`config.mk`:
```
export PLATFORM = sky130hd
export DESIGN_NAME = lcd_hd44780_responder
export DESIGN_NICKNAME = d
export VERILOG_FILES = /design/src/rtl/lcd_hd44780_responder.sv
export SDC_FILE = /design/constraint.sdc
export NUM_CORES = 1
export LEC_CHECK = 0
export CORE_ASPECT_RATIO = 0.7
export CORE_MARGIN = 3
export CORE_UTILIZATION = 35
export CTS_BUF_LIST = sky130_fd_sc_hd__clkbuf_4
export CTS_CLUSTER_SIZE = 8
export DETAILED_ROUTE_END_ITERATION = 8
export SYNTH_ARGS = -nofsm -noshare
export SYNTH_HDL_FRONTEND = slang
export SYNTH_SLANG_ARGS = --single-unit
```
`constraint.sdc`:
```
create_clock -name C -period 4.5 [get_ports C]
set_input_delay 0.45 -clock C [delete_from_list [all_inputs] [get_ports C]]
set_output_delay 0.45 -clock C [all_outputs]
set_load 0.005 [all_outputs]
```
`src/rtl/lcd_hd44780_responder.sv`:
```
// lcd_hd44780_responder: bus-side HD44780 1602 model with DDRAM mirror, mode state and read-back.
// Optional feature: define LCD_DISP_SHIFT_EN to add the ShiftQ display-offset output.
module lcd_hd44780_responder #(
    parameter int BUSY_CYC = 2000,
    parameter int CLR_CYC  = 76500
) (
    input  logic       C,
    input  logic       R,
    input  logic       RSA,
    input  logic       RWA,
    input  logic       ENA,
    input  logic [7:0] DataA,
    output logic [7:0] DataY,
    output logic       DataOEY,
    output logic       BusyY,
    output logic [6:0] ACQ,
    output logic [7:0] ModeQ,
    input  logic [4:0] RdAdrA,
    output logic [7:0] RdDataY,
`ifdef LCD_DISP_SHIFT_EN
    output logic [5:0] ShiftQ,
`endif
    output logic [7:0] DropCntQ
);
    localparam int CW = $clog2((CLR_CYC > BUSY_CYC ? CLR_CYC : BUSY_CYC) + 1);
    typedef enum logic [1:0] {S_FILL, S_IDLE, S_BUSY} state_t;
    state_t        state_q, state_d;
    logic [10:0]   sync1_q, sync2_q;
    logic          en_prev_q;
    logic [CW-1:0] cnt_q, cnt_d;
    logic [4:0]    fill_q, fill_d;
    logic          clr_q, clr_d, oe_q, oe_d;
    logic [6:0]    ac_q, ac_d;
    logic [7:0]    mode_q, mode_d, drop_q, drop_d, dy_q, dy_d;
    logic [7:0]    mem_q [32];
    logic          mem_we, rs, rw, en, ev, vis;
    logic [4:0]    mem_wa, idx;
    logic [7:0]    mem_wd, db;
`ifdef LCD_DISP_SHIFT_EN
    logic [5:0]    shift_q, shift_d;
    function automatic logic [5:0] shift_step(input logic [5:0] s, input logic up);
        return up ? (s == 6'd39 ? 6'd0 : s + 6'd1) : (s == 6'd0 ? 6'd39 : s - 6'd1);
    endfunction
    assign ShiftQ = shift_q;
`endif
    // Address counter stepping with the 1-line / 2-line wrap points
    function automatic logic [6:0] ac_step(input logic [6:0] a, input logic two, input logic inc);
        if (two)
            return inc ? (a == 7'h27 ? 7'h40 : a == 7'h67 ? 7'h00 : a + 7'd1)
                       : (a == 7'h40 ? 7'h27 : a == 7'h00 ? 7'h67 : a - 7'd1);
        return inc ? (a == 7'h4F ? 7'h00 : a + 7'd1) : (a == 7'h00 ? 7'h4F : a - 7'd1);
    endfunction
    assign {rs, rw, en, db} = sync2_q;
    assign ev       = en_prev_q & ~en;
    assign vis      = (ac_q[6:4] == 3'b000) || (ac_q[6:4] == 3'b100);
    assign idx      = {ac_q[6], ac_q[3:0]};
    assign RdDataY  = mem_q[RdAdrA];
    assign ACQ      = ac_q;
    assign ModeQ    = mode_q;
    assign DropCntQ = drop_q;
    assign DataY    = dy_q;
    assign DataOEY  = oe_q;
    // State register, bus synchronizers and datapath registers
    always_ff @(posedge C or posedge R) begin
        if (R) begin
            sync1_q   <= '0;
            sync2_q   <= '0;
            en_prev_q <= 1'b0;
            state_q   <= S_FILL;
            cnt_q     <= '0;
            fill_q    <= '0;
            clr_q     <= 1'b0;
            ac_q      <= '0;
            mode_q    <= 8'h82;
            drop_q    <= '0;
            dy_q      <= '0;
            oe_q      <= 1'b0;
`ifdef LCD_DISP_SHIFT_EN
            shift_q   <= '0;
`endif
        end else begin
            sync1_q   <= {RSA, RWA, ENA, DataA};
            sync2_q   <= sync1_q;
            en_prev_q <= en;
            state_q   <= state_d;
            cnt_q     <= cnt_d;
            fill_q    <= fill_d;
            clr_q     <= clr_d;
            ac_q      <= ac_d;
            mode_q    <= mode_d;
            drop_q    <= drop_d;
            dy_q      <= dy_d;
            oe_q      <= oe_d;
`ifdef LCD_DISP_SHIFT_EN
            shift_q   <= shift_d;
`endif
        end
    end
    // Mirror storage; FILL rewrites every byte after reset so it carries no reset
    always_ff @(posedge C) begin
        if (mem_we) mem_q[mem_wa] <= mem_wd;
    end
    // Next state: FILL/BUSY sequencing and decode of bus events seen in IDLE
    always_comb begin
        state_d = state_q;
        cnt_d   = cnt_q;
        fill_d  = fill_q;
        clr_d   = clr_q;
        ac_d    = ac_q;
        mode_d  = mode_q;
        drop_d  = drop_q;
        mem_we  = 1'b0;
        mem_wa  = fill_q;
        mem_wd  = 8'h20;
`ifdef LCD_DISP_SHIFT_EN
        shift_d = shift_q;
`endif
        case (state_q)
            S_FILL: begin
                mem_we = 1'b1;
                fill_d = fill_q + 5'd1;
                if (fill_q == 5'd31) begin
                    state_d = clr_q ? S_BUSY : S_IDLE;
                    cnt_d   = CW'(CLR_CYC);
                    clr_d   = 1'b0;
                    if (clr_q) begin
                        ac_d      = '0;
                        mode_d[1] = 1'b1;
                    end
                end
            end
            S_BUSY: begin
                cnt_d = cnt_q - CW'(1);
                if (cnt_q == CW'(1)) state_d = S_IDLE;
            end
            default: ;
        endcase
        // Status reads (RS=0, RW=1) never change state and never count as drops
        if (ev && !(rw && !rs)) begin
            if (BusyY) drop_d = drop_q + {7'd0, drop_q != 8'hFF};
            else if (rs) begin
                ac_d = ac_step(ac_q, mode_q[6], mode_q[1]);
                if (!rw) begin
                    mem_we  = vis;
                    mem_wa  = idx;
                    mem_wd  = db;
                    state_d = S_BUSY;
                    cnt_d   = CW'(BUSY_CYC);
`ifdef LCD_DISP_SHIFT_EN
                    if (mode_q[0]) shift_d = shift_step(shift_q, mode_q[1]);
`endif
                end
            end else if (db == 8'h01) begin
                state_d = S_FILL;
                clr_d   = 1'b1;
            end else if (db[7:1] == 7'h01) begin
                ac_d    = '0;
                state_d = S_BUSY;
                cnt_d   = CW'(CLR_CYC);
`ifdef LCD_DISP_SHIFT_EN
                shift_d = '0;
`endif
            end else begin
                state_d = S_BUSY;
                cnt_d   = CW'(BUSY_CYC);
                if (db[7]) ac_d = db[6:0];
                else if (db[6]) ;
                else if (db[5]) mode_d[7:5] = db[4:2];
                else if (db[4]) begin
`ifdef LCD_DISP_SHIFT_EN
                    if (db[3]) shift_d = shift_step(shift_q, db[2]);
`endif
                end
                else if (db[3]) mode_d[4:2] = db[2:0];
                else if (db[2]) mode_d[1:0] = db[1:0];
            end
        end
    end
    // Outputs: busy flag and registered read data while the synchronized strobe is high
    always_comb begin
        BusyY = state_q != S_IDLE;
        oe_d  = en & rw;
        dy_d  = (en & rw) ? (rs ? (vis ? mem_q[idx] : 8'h20) : {BusyY, ac_q}) : dy_q;
    end
endmodule

```
Yosys cells after proc, flatten, opt, wreduce, memory -nomap -nowiden
Memory sizes are Yosys's and may differ from the RTL's.
Index checks and enable logic that the tools add are counted.
{"block": "op_classes", "mux": 77, "bitwise": 12, "n_reduce_logical": 12, "add_sub_neg": 5, "n_eq_ne": 12}
{"op": "$mux W7", "n": 19}
{"op": "$mux W17", "n": 7}
{"op": "$mux W8", "n": 6}
{"op": "$mux W2", "n": 19}
{"op": "$pmux W17 S2", "n": 1}
{"op": "$eq A7 B7 Y1 const B", "n": 3}
{"op": "$mux W1", "n": 20}
{"op": "$mux W5", "n": 4}
{"op": "$eq A17 B1 Y1 const B", "n": 1}
{"op": "$sub A17 B1 Y17 const B", "n": 1}
{"op": "$reduce_and A11 Y1", "n": 1}
{"op": "$not A1 Y1", "n": 10}
{"op": "$reduce_and A10 Y1", "n": 1}
{"op": "$add A8 B1 Y8", "n": 1}
{"op": "$eq A8 B1 Y1 const B", "n": 1}
{"op": "$ne A8 B8 Y1 const B", "n": 1}
{"op": "$reduce_and A8 Y1", "n": 1}
{"op": "$add A7 B1 Y7 const B", "n": 1}
{"op": "$eq A7 B1 Y1 const B", "n": 1}
{"op": "$eq A7 B6 Y1 const B", "n": 1}
{"op": "$logic_not A7 Y1", "n": 1}
{"op": "$sub A7 B1 Y7 const B", "n": 1}
{"op": "$add A5 B1 Y5 const B", "n": 1}
{"op": "$eq A5 B5 Y1 const B", "n": 1}
{"op": "other kinds (11)", "n": 14}
{"block": "word_totals", "word_cells": 134, "register_bits": 80, "n_memories": 1, "input_bits": 18, "ramBits": 256, "out_inout_bits": 41}
{"name": "mem_q", "depth": 32, "word_bits": 8, "read_ports": 2, "rd_clocked_by_memory_dff": 0, "wr": 1, "line_no": "35", "rtl": "logic [7:0] mem_q [32];"}

Logic depth before layout (Yosys ltp)
Gate-level depths: netlist of the first run.
{"block": "logic_depth", "ltp_word": 14, "depth_mapped": 9, "depth_no_buf": 8}

Least setup slack after synthesis of the first run
Ideal clock, no wire load.
{"block": "synth_path", "path_kind": "input-to-output", "start": "input port RdAdrA[1]", "end": "output port RdDataY[0]", "cell_stages": 5, "t_arrival_ps": 2151, "path_buffers": 2, "required_ps": 4050, "path_slack_ps": 1899, "cell_sequence": "clkbuf_1 -> buf_1 -> mux4_2 -> mux4_2 -> mux2_2"}
{"block": "synth_between", "elab_chain_cells": 1}
{"item": "start: declaration", "line_no": "18", "rtl": "input logic [4:0] RdAdrA,"}
{"item": "$mem_v2 Z32 W8"}
{"item": "end: declaration", "line_no": "19", "rtl": "output logic [7:0] RdDataY,"}
Every way passes these cells.

Final worst setup path of the first run
{"block": "layout_path", "start": "input port RdAdrA[0]", "end": "output port RdDataY[4]"}
The elaborated chain is that of the path after synthesis.

==> results of run 1 <==
==> critical path, cell delays in order <==
cell                              delay [ns]
sky130_fd_sc_hd__buf_4                  0.45
sky130_fd_sc_hd__buf_12                 0.28
sky130_fd_sc_hd__mux4_2                 0.54
sky130_fd_sc_hd__mux4_2                 0.49
sky130_fd_sc_hd__mux2_2                 0.34
sky130_fd_sc_hd__clkdlybuf4s50_1        0.47
==> registers in the layout, summed over array words and instances (netlist names) <==
signal / count
mem_q: 256
cnt_q: 17
sync1_q: 11
sync2_q: 11
DataY: 8
DropCntQ: 8
ModeQ: 8
ACQ: 7
fill_q: 5
state_q: 2
DataOEY: 1
clr_q: 1
en_prev_q: 1
==> path summary, 6_finish.rpt <==
path	start	to	slack (ns)	cells past startpoint
worst max-delay path	RdAdrA[0]	RdDataY[4]	0.99	6
min in group asynchronous	R	DropCntQ[5]	0.24	2
worst min-delay path	RWA	sync1_q[9]	0.13	1
max in group asynchronous	R	ModeQ[1]	3.37	3
worst max register to register	sync2_q[10]	mem_q[0][6]	1.13	5
worst min register to register	sync1_q[8]	sync2_q[8]	0.35	0
==> cell type report <==
| class | instances | area, um^2 | area share, % |
|---|---|---|---|
| flip-flops and latches | 336 | 9696 | 52.62 |
| multi-input cells | 637 | 6026 | 32.70 |
| clock buffers | 116 | 870.8 | 4.726 |
| repair buffers | 90 | 863.3 | 4.685 |
| well taps | 603 | 754.5 | 4.095 |
| clock inverters | 26 | 143.9 | 0.7809 |
| inverters | 15 | 57.56 | 0.3124 |
| diodes | 6 | 15.01 | 0.08148 |
==> routing by layer <==
layer / global-route usage [%] / up-vias
met4: 5.671 / 2
met1: 27.75 / 5397
met2: 26.16 / 587
met5: 0 / -
met3: 6.506 / 76
li1: - / 4518
==> cell usage in the layout, fill, tap and decap left out, drive strengths merged, types with 34 or more instances in the layout <==
| cell | synthesis | final |
|---|---|---|
| edfxtp | 256 | 256 |
| clkbuf | 32 | 116 |
| mux2i | 112 | 112 |
| mux4 | 92 | 92 |
| dfrtp | 78 | 78 |
| nor2 | 60 | 60 |
| clkdlybuf4s50 | 0 | 56 |
| a22oi | 42 | 42 |
| nand2 | 37 | 37 |
| buf | 41 | 34 |
==> where the power goes <==
part           switching (W)  total, W  internal (W)
logic                0.00167   0.00282       0.00115
clock network        0.00124   0.00249       0.00125
registers           0.000294   0.00381       0.00352
==> kinds of logic (layout without fill, tap and decap cells) <==
logic type               count (synthesis)  count (layout)  synth area share, %
adder cells (fa/ha/maj)                  8               8               0.6218
buffers and inverters                   88             247                2.464
multiplexers                           224             224                21.23
flip-flops                             336             336                60.20
AO/OA/AOI/OAI                          137             137                6.008
AND/OR/NAND/NOR                        250             250                8.495
XOR/XNOR                                18              18               0.9792
other                                    0               6                    0
==> through the flow <==
stage / setup slack, ns / area, um^2 / hold slack (ns) / utilization (%) / power, W
global placement: 1.001 / 17400 / 0.3320 / 38.47 / 0.006599
finish: 0.9894 / 18430 / 0.1301 / 40.75 / 0.009125
global route: 0.8645 / 18430 / 0.06038 / 40.75 / 0.009563
CTS: 0.9492 / 18410 / 0.05663 / 40.72 / 0.009135
detailed placement: 0.9511 / 17400 / 0.3362 / 38.47 / 0.006640
floorplan: 1.899 / 16100 / 0.3312 / - / 0.005579
==> tab_implementation.tex, run 1 <==
\begin{tabular}{lr}
\hline
Metric & Value \\
\hline
\multicolumn{2}{l}{\textbf{Power}} \\
Max VDD drop & 0.4108 mV \\
Leakage Power & 6.516 nW \\
PD cells & 495.2 mW/mm\^{}2 \\
\multicolumn{2}{l}{\textbf{Timing}} \\
\# setup viols final & 0 \\
Part of the cycle the worst path needs & 78.01\% \\
Max-slew violation count & 0 \\
Final Hold Violating Endpoints & 0 \\
Slew at the pin closest to its max-slew limit & 1.306 ns \\
Headroom to the max-slew limit & 12.93\% \\
Unrepaired setup endpoints after global routing & false \\
Worst setup skew after layout & 0.06772 ns \\
Total Negative Setup Slacks & 0 ns \\
Final critical path time including I/O delays and setup & 3.511 ns \\
Fmax & 284.8 MHz \\
\multicolumn{2}{l}{\textbf{Setup path}} \\
Classification of the worst setup path & input port to output pin \\
Arr. time, crit path & 3.06 ns \\
Crit start category & input port \\
Kind of end point of the critical path & output pin \\
Required time at the worst-slack endpoint & 4.05 ns \\
Max FO, Critical Path & 25 \\
\multicolumn{2}{l}{\textbf{Global routing}} \\
Global routing usage summed across all routing layers & 18.86\% \\
Number of antenna violations at the first check in global routing & 3 \\
Maximum number of pins on one net before global-route repair & 125 \\
Global-route wire length before repair & 68250 um \\
Sum of overflow across all layers after global routing & 0 \\
Number of global-route vias before repair & 10.35k \\
\multicolumn{2}{l}{\textbf{Detailed routing}} \\
Wire length after detailed routing & 46080 um \\
DR vias & 10.58k \\
Initial DRC count & 1530 \\
Wire length on met1 & 20200 um \\
Sum of met3 wire segment lengths after detailed routing & 5124 um \\
Detail-routed via count per cell & 5.785 \\
Top metal layer carrying routed signals & met5 \\
Total iterations of the first detailed-routing run & 5 \\
Routed length on met2 & 19670 um \\
Routed WL per cell & 25.19 um \\
DRC violation count after routing & 0 \\
Antenna-violating nets left & 0 \\
\multicolumn{2}{l}{\textbf{Yosys}} \\
Number of cells produced by synthesis & 1061 \\
Most common cell in the netlist & sky130\_fd\_sc\_hd\_\_edfxtp\_1 \\
Cell area after synthesis & 0.01610 mm\^{}2 \\
Dominant register cell in the synthesized netlist & sky130\_fd\_sc\_hd\_\_edfxtp\_1 \\
Number of synthesized register bits & 336 \\
Number of synthesis warnings & 0 \\
Net count after synthesis & 1087 \\
Largest cells by area after synthesis & sky130\_fd\_sc\_hd\_\_edfxtp\_1 (48\%), sky130\_fd\_sc\_hd\_\_mux4\_2 (13\%), sky130\_fd\_sc\_hd\_\_dfrtp\_1 (12\%) \\
Synth cell count leaders & sky130\_fd\_sc\_hd\_\_edfxtp\_1 (256), sky130\_fd\_sc\_hd\_\_mux2i\_1 (112), sky130\_fd\_sc\_hd\_\_mux4\_2 (92), sky130\_fd\_sc\_hd\_\_dfrtp\_1 (78), sky130\_fd\_sc\_hd\_\_nor2\_1 (59) \\
Part of the Yosys area used for sequential elements & 60.20\% \\
Number of different library cells in the post-synthesis netlist & 67 \\
Area fraction of the dominant cell type after synthesis & 47.75\% \\
Per-instance average area after synthesis & 15.17 um\^{}2 \\
Number of enable-type register cells in the synthesized netlist & 256 \\
Synth async-reset ratio & 23.81\% \\
Biggest area consumer among synthesized cells & sky130\_fd\_sc\_hd\_\_edfxtp\_1 \\
\multicolumn{2}{l}{\textbf{Clocking}} \\
Post-cts repair resize count & 0 \\
Clk\_lat worst skew & 0.77 ns \\
Clock-pin slew on the worst setup and hold paths & 0.07 ns \\
Number of buffers created by CTS & 84 \\
Hold-fix buffers, CTS & 0 \\
Clock sink total & 336 \\
Root Driver & sky130\_fd\_sc\_hd\_\_clkbuf\_4 \\
Maximum level of the CTS H-tree & 3 \\
Bufs on Longest Clock Path & 3 \\
Setup Buffers After CTS & 0 \\
CTS tree & built \\
\multicolumn{2}{l}{\textbf{Status}} \\
Result of the run & finished, final reports clean \\
\multicolumn{2}{l}{\textbf{Floorplan}} \\
Core Area & 0.04522 mm\^{}2 \\
Total number of placement rows & 65 \\
Die width & 262.3 um \\
Initial standard-cell utilization of the core & 35.60\% \\
Floorplan die area & 0.04865 mm\^{}2 \\
Chip Height & 185.4 um \\
Io pins & 59 \\
\multicolumn{2}{l}{\textbf{Final layout}} \\
Number of standard cells in the layout, taps in and fillers out & 1829 \\
Post-layout net count & 1190 \\
Fraction of final layout cells sized beyond drive strength 1 & 23.85\% \\
Area growth, synth to finish & 14.46\% \\
Filler Cells Inserted & 4172 \\
\multicolumn{2}{l}{\textbf{Place}} \\
Total instance count after detailed placement & 1681 \\
RePlAce Congestion & 0.8331 \\
Half-perimeter wire length after detailed placement & 30140 um \\
Port-buffer cells & 58 \\
\multicolumn{2}{l}{\textbf{Hold path}} \\
Path class of the lowest-slack min-delay path & input port to flop \\
\multicolumn{2}{l}{\textbf{Run}} \\
Maxcap violations & 0 \\
\hline
\end{tabular}
(Power assumes the default switching activity.)
==> run 2, diff against run 1 <==
clock period = 3.1 ns   (was 4.5 ns; I/O delays follow)
==> tab_implementation.tex, run 2 (synthesized netlist as in run 1, its figures left out) <==
\begin{tabular}{lr}
\hline
Metric & Value \\
\hline
\multicolumn{2}{l}{\textbf{Status}} \\
Result of the run & finished, final reports clean \\
\multicolumn{2}{l}{\textbf{Detailed routing}} \\
DRC violation count after routing & 0 \\
Detail-routed via count per cell & 5.616 \\
Total iterations of the first detailed-routing run & 6 \\
Routed WL per cell & 24.25 um \\
Wire length after detailed routing & 45980 um \\
Initial DRC count & 1311 \\
Antenna-violating nets left & 0 \\
DR vias & 10.65k \\
\multicolumn{2}{l}{\textbf{Global routing}} \\
Number of antenna violations at the first check in global routing & 1 \\
Global routing usage summed across all routing layers & 18.95\% \\
Maximum number of pins on one net before global-route repair & 65 \\
Global-route wire length before repair & 68900 um \\
Sum of overflow across all layers after global routing & 0 \\
Number of global-route vias before repair & 10.56k \\
\multicolumn{2}{l}{\textbf{Final layout}} \\
Area growth, synth to finish & 18.13\% \\
Biggest register & mem\_q \\
Post-layout net count & 1251 \\
Top library cells by usage in the layout, fill and taps aside & sky130\_fd\_sc\_hd\_\_edfxtp\_1 (256), sky130\_fd\_sc\_hd\_\_clkbuf\_4 (118), sky130\_fd\_sc\_hd\_\_mux2i\_1 (112) \\
Most frequent standard cell in the layout excluding fill and tap cells & sky130\_fd\_sc\_hd\_\_edfxtp\_1 \\
Filler Cells Inserted & 4120 \\
Largest registers ranked by flip-flop count & mem\_q: 256 flops, cnt\_q: 17 flops \\
Fraction of final layout cells sized beyond drive strength 1 & 26.86\% \\
Number of flip-flops under the largest register name & 256 \\
\multicolumn{2}{l}{\textbf{Place}} \\
Port-buffer cells & 58 \\
RePlAce Congestion & 0.8617 \\
Half-perimeter wire length after detailed placement & 30360 um \\
\multicolumn{2}{l}{\textbf{Power}} \\
PD cells & 703.3 mW/mm\^{}2 \\
Max VDD drop & 0.4636 mV \\
Leakage Power & 6.901 nW \\
Post-layout total power & 0.01338 W \\
\multicolumn{2}{l}{\textbf{Clocking}} \\
Clock-pin slew on the worst setup and hold paths & 0.07 ns \\
Clock sink total & 336 \\
Number of buffers created by CTS & 82 \\
Bufs on Longest Clock Path & 3 \\
Maximum level of the CTS H-tree & 3 \\
Root Driver & sky130\_fd\_sc\_hd\_\_clkbuf\_4 \\
Clk\_lat worst skew & 0.77 ns \\
CTS tree & built \\
\multicolumn{2}{l}{\textbf{Floorplan}} \\
Io pins & 59 \\
Die width & 262.3 um \\
Total number of placement rows & 65 \\
Chip Height & 185.4 um \\
Core Area & 0.04522 mm\^{}2 \\
Floorplan die area & 0.04865 mm\^{}2 \\
Initial standard-cell utilization of the core & 35.60\% \\
\multicolumn{2}{l}{\textbf{Timing}} \\
Fmax & 336.0 MHz \\
Part of the cycle the worst path needs & 96.02\% \\
Max-slew violation count & 0 \\
Headroom to the max-slew limit & 35.95\% \\
Slew at the pin closest to its max-slew limit & 0.9520 ns \\
Final critical path time including I/O delays and setup & 2.977 ns \\
Min Hold Slack & 0.3508 ns \\
Total Negative Setup Slacks & 0 ns \\
Worst setup skew after layout & 0.07801 ns \\
\# setup viols final & 0 \\
Unrepaired setup endpoints after global routing & false \\
Final Hold Violating Endpoints & 0 \\
\multicolumn{2}{l}{\textbf{Setup path}} \\
Crit start category & flop \\
Required time at the worst-slack endpoint & 2.79 ns \\
Arr. time, crit path & 2.67 ns \\
Max FO, Critical Path & 2 \\
Reg2reg start & state\_q[1] \\
Kind of end point of the critical path & output pin \\
Launch point of the worst path & mem\_q[15][3] \\
Classification of the worst setup path & flop to output pin \\
\multicolumn{2}{l}{\textbf{Run}} \\
Maxcap violations & 0 \\
\multicolumn{2}{l}{\textbf{Hold path}} \\
Path class of the lowest-slack min-delay path & flop to flop \\
Startpoint of the tightest hold check path & sync1\_q[2] \\
\hline
\end{tabular}
run 2: final cells by class:
cell class / count / area, um^2 / area share [%]
Antenna cell: 1 / 2.502 / 0.01316
Clock buffer: 118 / 885.9 / 4.658
Clock inverter: 33 / 171.4 / 0.9013
Multi-Input combinational cell: 637 / 6042 / 31.77
Sequential cell: 336 / 9696 / 50.98
Timing Repair Buffer: 153 / 1409 / 7.408
Inverter: 15 / 57.56 / 0.3026
Tap cell: 603 / 754.5 / 3.967
run 2: repair_timing:
item                                   in CTS  in global routing
setup endpoints to repair                   8                  6
endpoints found under the hold margin      48                  0
gates resized for setup                    20                  7
hold buffers                               12                  0
setup buffers                               2                  5
run 2: power breakdown:
part	internal, W	switching, W
Combinational	0.00182	0.00234
Sequential	0.00511	0.000439
Clock	0.00185	0.00182
run 2: layer usage:
metal	GRT usage [%]	part of all wire, %	up-vias
met3	5.750	11	74
met5	0	0	-
met1	28.07	44	5369
li1	-	-	4642
met4	5.605	2.0	0
met2	26.72	42	562
run 2: per-stage QoR:
step	worst slack [ns]	std cells	util [%]	instance area (um^2)
global route	0.002796	1896	42.06	19020
floorplan	0.7416	1061	-	16100
global placement	0.1992	1725	39.32	17780
CTS	0.006686	1890	42.00	18990
finish	0.1235	1896	42.06	19020
detailed placement	0.1948	1725	39.32	17780
run 2: final timing paths:
check	cells after the start	slack (ns)	end
worst max-delay path	4	0.12	RdDataY[3]
worst min-delay path	0	0.35	sync2_q[2]
worst max register to register	6	0.54	mem_q[6][4]
worst min register to register	0	0.35	sync2_q[2]
max in group asynchronous	4	1.89	DataY[1]
min in group asynchronous	3	0.52	DropCntQ[7]
run 2: worst max-delay path, stage by stage (launching register included):
cell and delay, ns:
sky130_fd_sc_hd__edfxtp_1 0.41, sky130_fd_sc_hd__mux4_2 0.49, sky130_fd_sc_hd__mux4_2 0.49, sky130_fd_sc_hd__mux2_2 0.28, sky130_fd_sc_hd__clkdlybuf4s15_1 0.22
==> run 3, diff against run 2 <==
CORE_UTILIZATION = 57   (was 35)
PLACE_DENSITY = 0.78   (was default)
SLEW_MARGIN = 20   (was default)
==> tab_implementation.tex, run 3 (synthesized netlist as in run 1, its figures left out) <==
\begin{tabular}{lr}
\hline
Metric & Value \\
\hline
\multicolumn{2}{l}{\textbf{Detailed routing}} \\
DR vias & 11.34k \\
DRC violation count after routing & 0 \\
Routed WL per cell & 28.80 um \\
Total iterations of the first detailed-routing run & 6 \\
Antenna-violating nets left & 0 \\
Wire length after detailed routing & 47510 um \\
Initial DRC count & 1939 \\
Detail-routed via count per cell & 6.870 \\
\multicolumn{2}{l}{\textbf{Floorplan}} \\
Floorplan die area & 0.03033 mm\^{}2 \\
Chip Height & 146.6 um \\
Io pins & 59 \\
Initial standard-cell utilization of the core & 59.02\% \\
Total number of placement rows & 50 \\
Core Area & 0.02728 mm\^{}2 \\
Die width & 206.9 um \\
\multicolumn{2}{l}{\textbf{Setup path}} \\
Classification of the worst setup path & flop to output pin \\
Most prevalent standard cell on the critical path & sky130\_fd\_sc\_hd\_\_mux4\_2 \\
Critical Path, Cell by Cell & mux4\_2 -> mux4\_2 -> mux2\_4 -> clkdlybuf4s15\_1 \\
CP max stage delay & 0.54 ns \\
Kind of end point of the critical path & output pin \\
Critical path's slowest cell & sky130\_fd\_sc\_hd\_\_mux4\_2 \\
Worst Path Buf+Inv & 1 \\
Max FO, Critical Path & 2 \\
Arr. time, crit path & 2.73 ns \\
Crit start category & flop \\
Cell family with most CP delay & multiplexers \\
Required time at the worst-slack endpoint & 2.79 ns \\
\multicolumn{2}{l}{\textbf{Global routing}} \\
Sum of overflow across all layers after global routing & 0 \\
Number of global-route vias before repair & 10.65k \\
Global routing usage summed across all routing layers & 31.93\% \\
Maximum number of pins on one net before global-route repair & 90 \\
Number of antenna violations at the first check in global routing & 1 \\
Global-route wire length before repair & 69750 um \\
\multicolumn{2}{l}{\textbf{Final layout}} \\
Biggest register & mem\_q \\
Storage cell area & 0.009696 mm\^{}2 \\
Largest registers ranked by flip-flop count & mem\_q: 256 flops, cnt\_q: 17 flops \\
Final instance area & 0.01872 mm\^{}2 \\
Fraction of final layout cells sized beyond drive strength 1 & 27.16\% \\
Multi-input logic area & 0.006038 mm\^{}2 \\
Post-layout net count & 1245 \\
Filler Cells Inserted & 1879 \\
Post-layout util & 68.61\% \\
Number of flip-flops under the largest register name & 256 \\
Area growth, synth to finish & 16.25\% \\
Most frequent standard cell in the layout excluding fill and tap cells & sky130\_fd\_sc\_hd\_\_edfxtp\_1 \\
Top library cells by usage in the layout, fill and taps aside & sky130\_fd\_sc\_hd\_\_edfxtp\_1 (256), sky130\_fd\_sc\_hd\_\_clkbuf\_4 (119), sky130\_fd\_sc\_hd\_\_mux2i\_1 (112) \\
\multicolumn{2}{l}{\textbf{Clocking}} \\
Setup Buffers After CTS & 0 \\
CTS tree & built \\
Bufs on Longest Clock Path & 3 \\
Clock sink total & 336 \\
Number of buffers created by CTS & 81 \\
Maximum level of the CTS H-tree & 3 \\
Clock-pin slew on the worst setup and hold paths & 0.07 ns \\
Clk\_lat worst skew & 0.76 ns \\
Root Driver & sky130\_fd\_sc\_hd\_\_clkbuf\_4 \\
\multicolumn{2}{l}{\textbf{Timing}} \\
Part of the cycle the worst path needs & 97.96\% \\
Final Hold Violating Endpoints & 0 \\
Fmax & 329.3 MHz \\
\# setup viols final & 0 \\
Worst setup skew after layout & 0.05318 ns \\
Final critical path time including I/O delays and setup & 3.037 ns \\
Min Hold Slack & 0.05242 ns \\
Headroom to the max-slew limit & 43.52\% \\
Slew at the pin closest to its max-slew limit & 0.8441 ns \\
Max-slew violation count & 0 \\
\multicolumn{2}{l}{\textbf{Place}} \\
RePlAce Congestion & 0.9797 \\
Half-perimeter wire length after detailed placement & 33040 um \\
Placed standard-cell area & 0.01754 mm\^{}2 \\
Port-buffer cells & 58 \\
\multicolumn{2}{l}{\textbf{Hold path}} \\
Path class of the lowest-slack min-delay path & input port to flop \\
\multicolumn{2}{l}{\textbf{Status}} \\
Result of the run & finished, final reports clean \\
\multicolumn{2}{l}{\textbf{Power}} \\
Max VDD drop & 0.5326 mV \\
Post-layout total power & 0.01339 W \\
PD cells & 715.7 mW/mm\^{}2 \\
Leakage Power & 6.900 nW \\
\multicolumn{2}{l}{\textbf{Run}} \\
Maxcap violations & 0 \\
\hline
\end{tabular}
run 3: cell types whose count changed in the layout (fill, tap and decap cells not counted), sizes merged:
cell / previous run / this run
buf: 85 / 81
clkinv: 30 / 26
inv: 14 / 17
clkdlybuf4s15: 4 / 6
clkinvlp: 3 / 1
clkbuf: 122 / 121
dlygate4sd3: 12 / 11
run 3: worst register-to-register path: cells and delay by family, from the launching register on:
kind	cells	cell delay, ns
AOI/OAI and AO/OA	1	0.27
buffers and inverters	1	0.22
DFF	1	0.37
and+or+nand+nor	3	1.48
run 3: layer usage:
metal	GRT usage, %	vias to the layer above	share of wire (%)	wire length, um
met1	50.21	5497	40	19180
li1	-	4627	-	-
met5	0.3247	-	0	0
met2	36.55	1106	37	17470
met3	19.46	105	21	9796
met4	8.084	0	2.2	1068
run 3: worst paths after layout:
path                               from     endpoint  slack (ns)  depth (start not counted)
max                        mem_q[12][3]   RdDataY[3]        0.06                          4
min                            DataA[7]   sync1_q[7]        0.05                          1
max reg2reg                  state_q[1]  mem_q[8][3]        0.37                          5
min reg2reg                  sync1_q[6]   sync2_q[6]        0.35                          0
max in group asynchronous             R     cnt_q[5]        2.15                          4
min in group asynchronous             R   sync2_q[8]        0.31                          3
run 3: area by class of cell:
class | instances | area share (%)
timing repair buffer | 148 | 7.568
antenna | 1 | 0.01337
inverter | 15 | 0.3075
tap | 364 | 2.433
multi-input combinational | 637 | 32.26
sequential | 336 | 51.81
clock buffer | 119 | 4.773
clock inverter | 30 | 0.8357
run 3: metrics by stage:
stage / setup TNS (ns) / instances / worst slack [ns]
after floorplan: 0 / 1061 / 0.7416
after global placement: 0 / 1489 / 0.2599
after detailed placement: 0 / 1489 / 0.2123
after CTS: 0 / 1646 / 0.002837
after global routing: -0.007901 / 1650 / -0.007901
final: 0 / 1650 / 0.06312
run 3: what timing repair did:
action | 4_1_cts | 5_1_grt
hold buffers | 8 | 3
endpoints found under the setup margin | 8 | 7
endpoints found under the hold margin | 53 | 3
gates resized for setup | 14 | 10
run 3: power breakdown:
group          internal, W  total, W  switching (W)  leakage [nW]
clock network      0.00187   0.00367        0.00180         0.642
logic              0.00185   0.00424        0.00239          2.76
registers          0.00511   0.00549       0.000385          3.49
total              0.00882    0.0134        0.00457          6.90
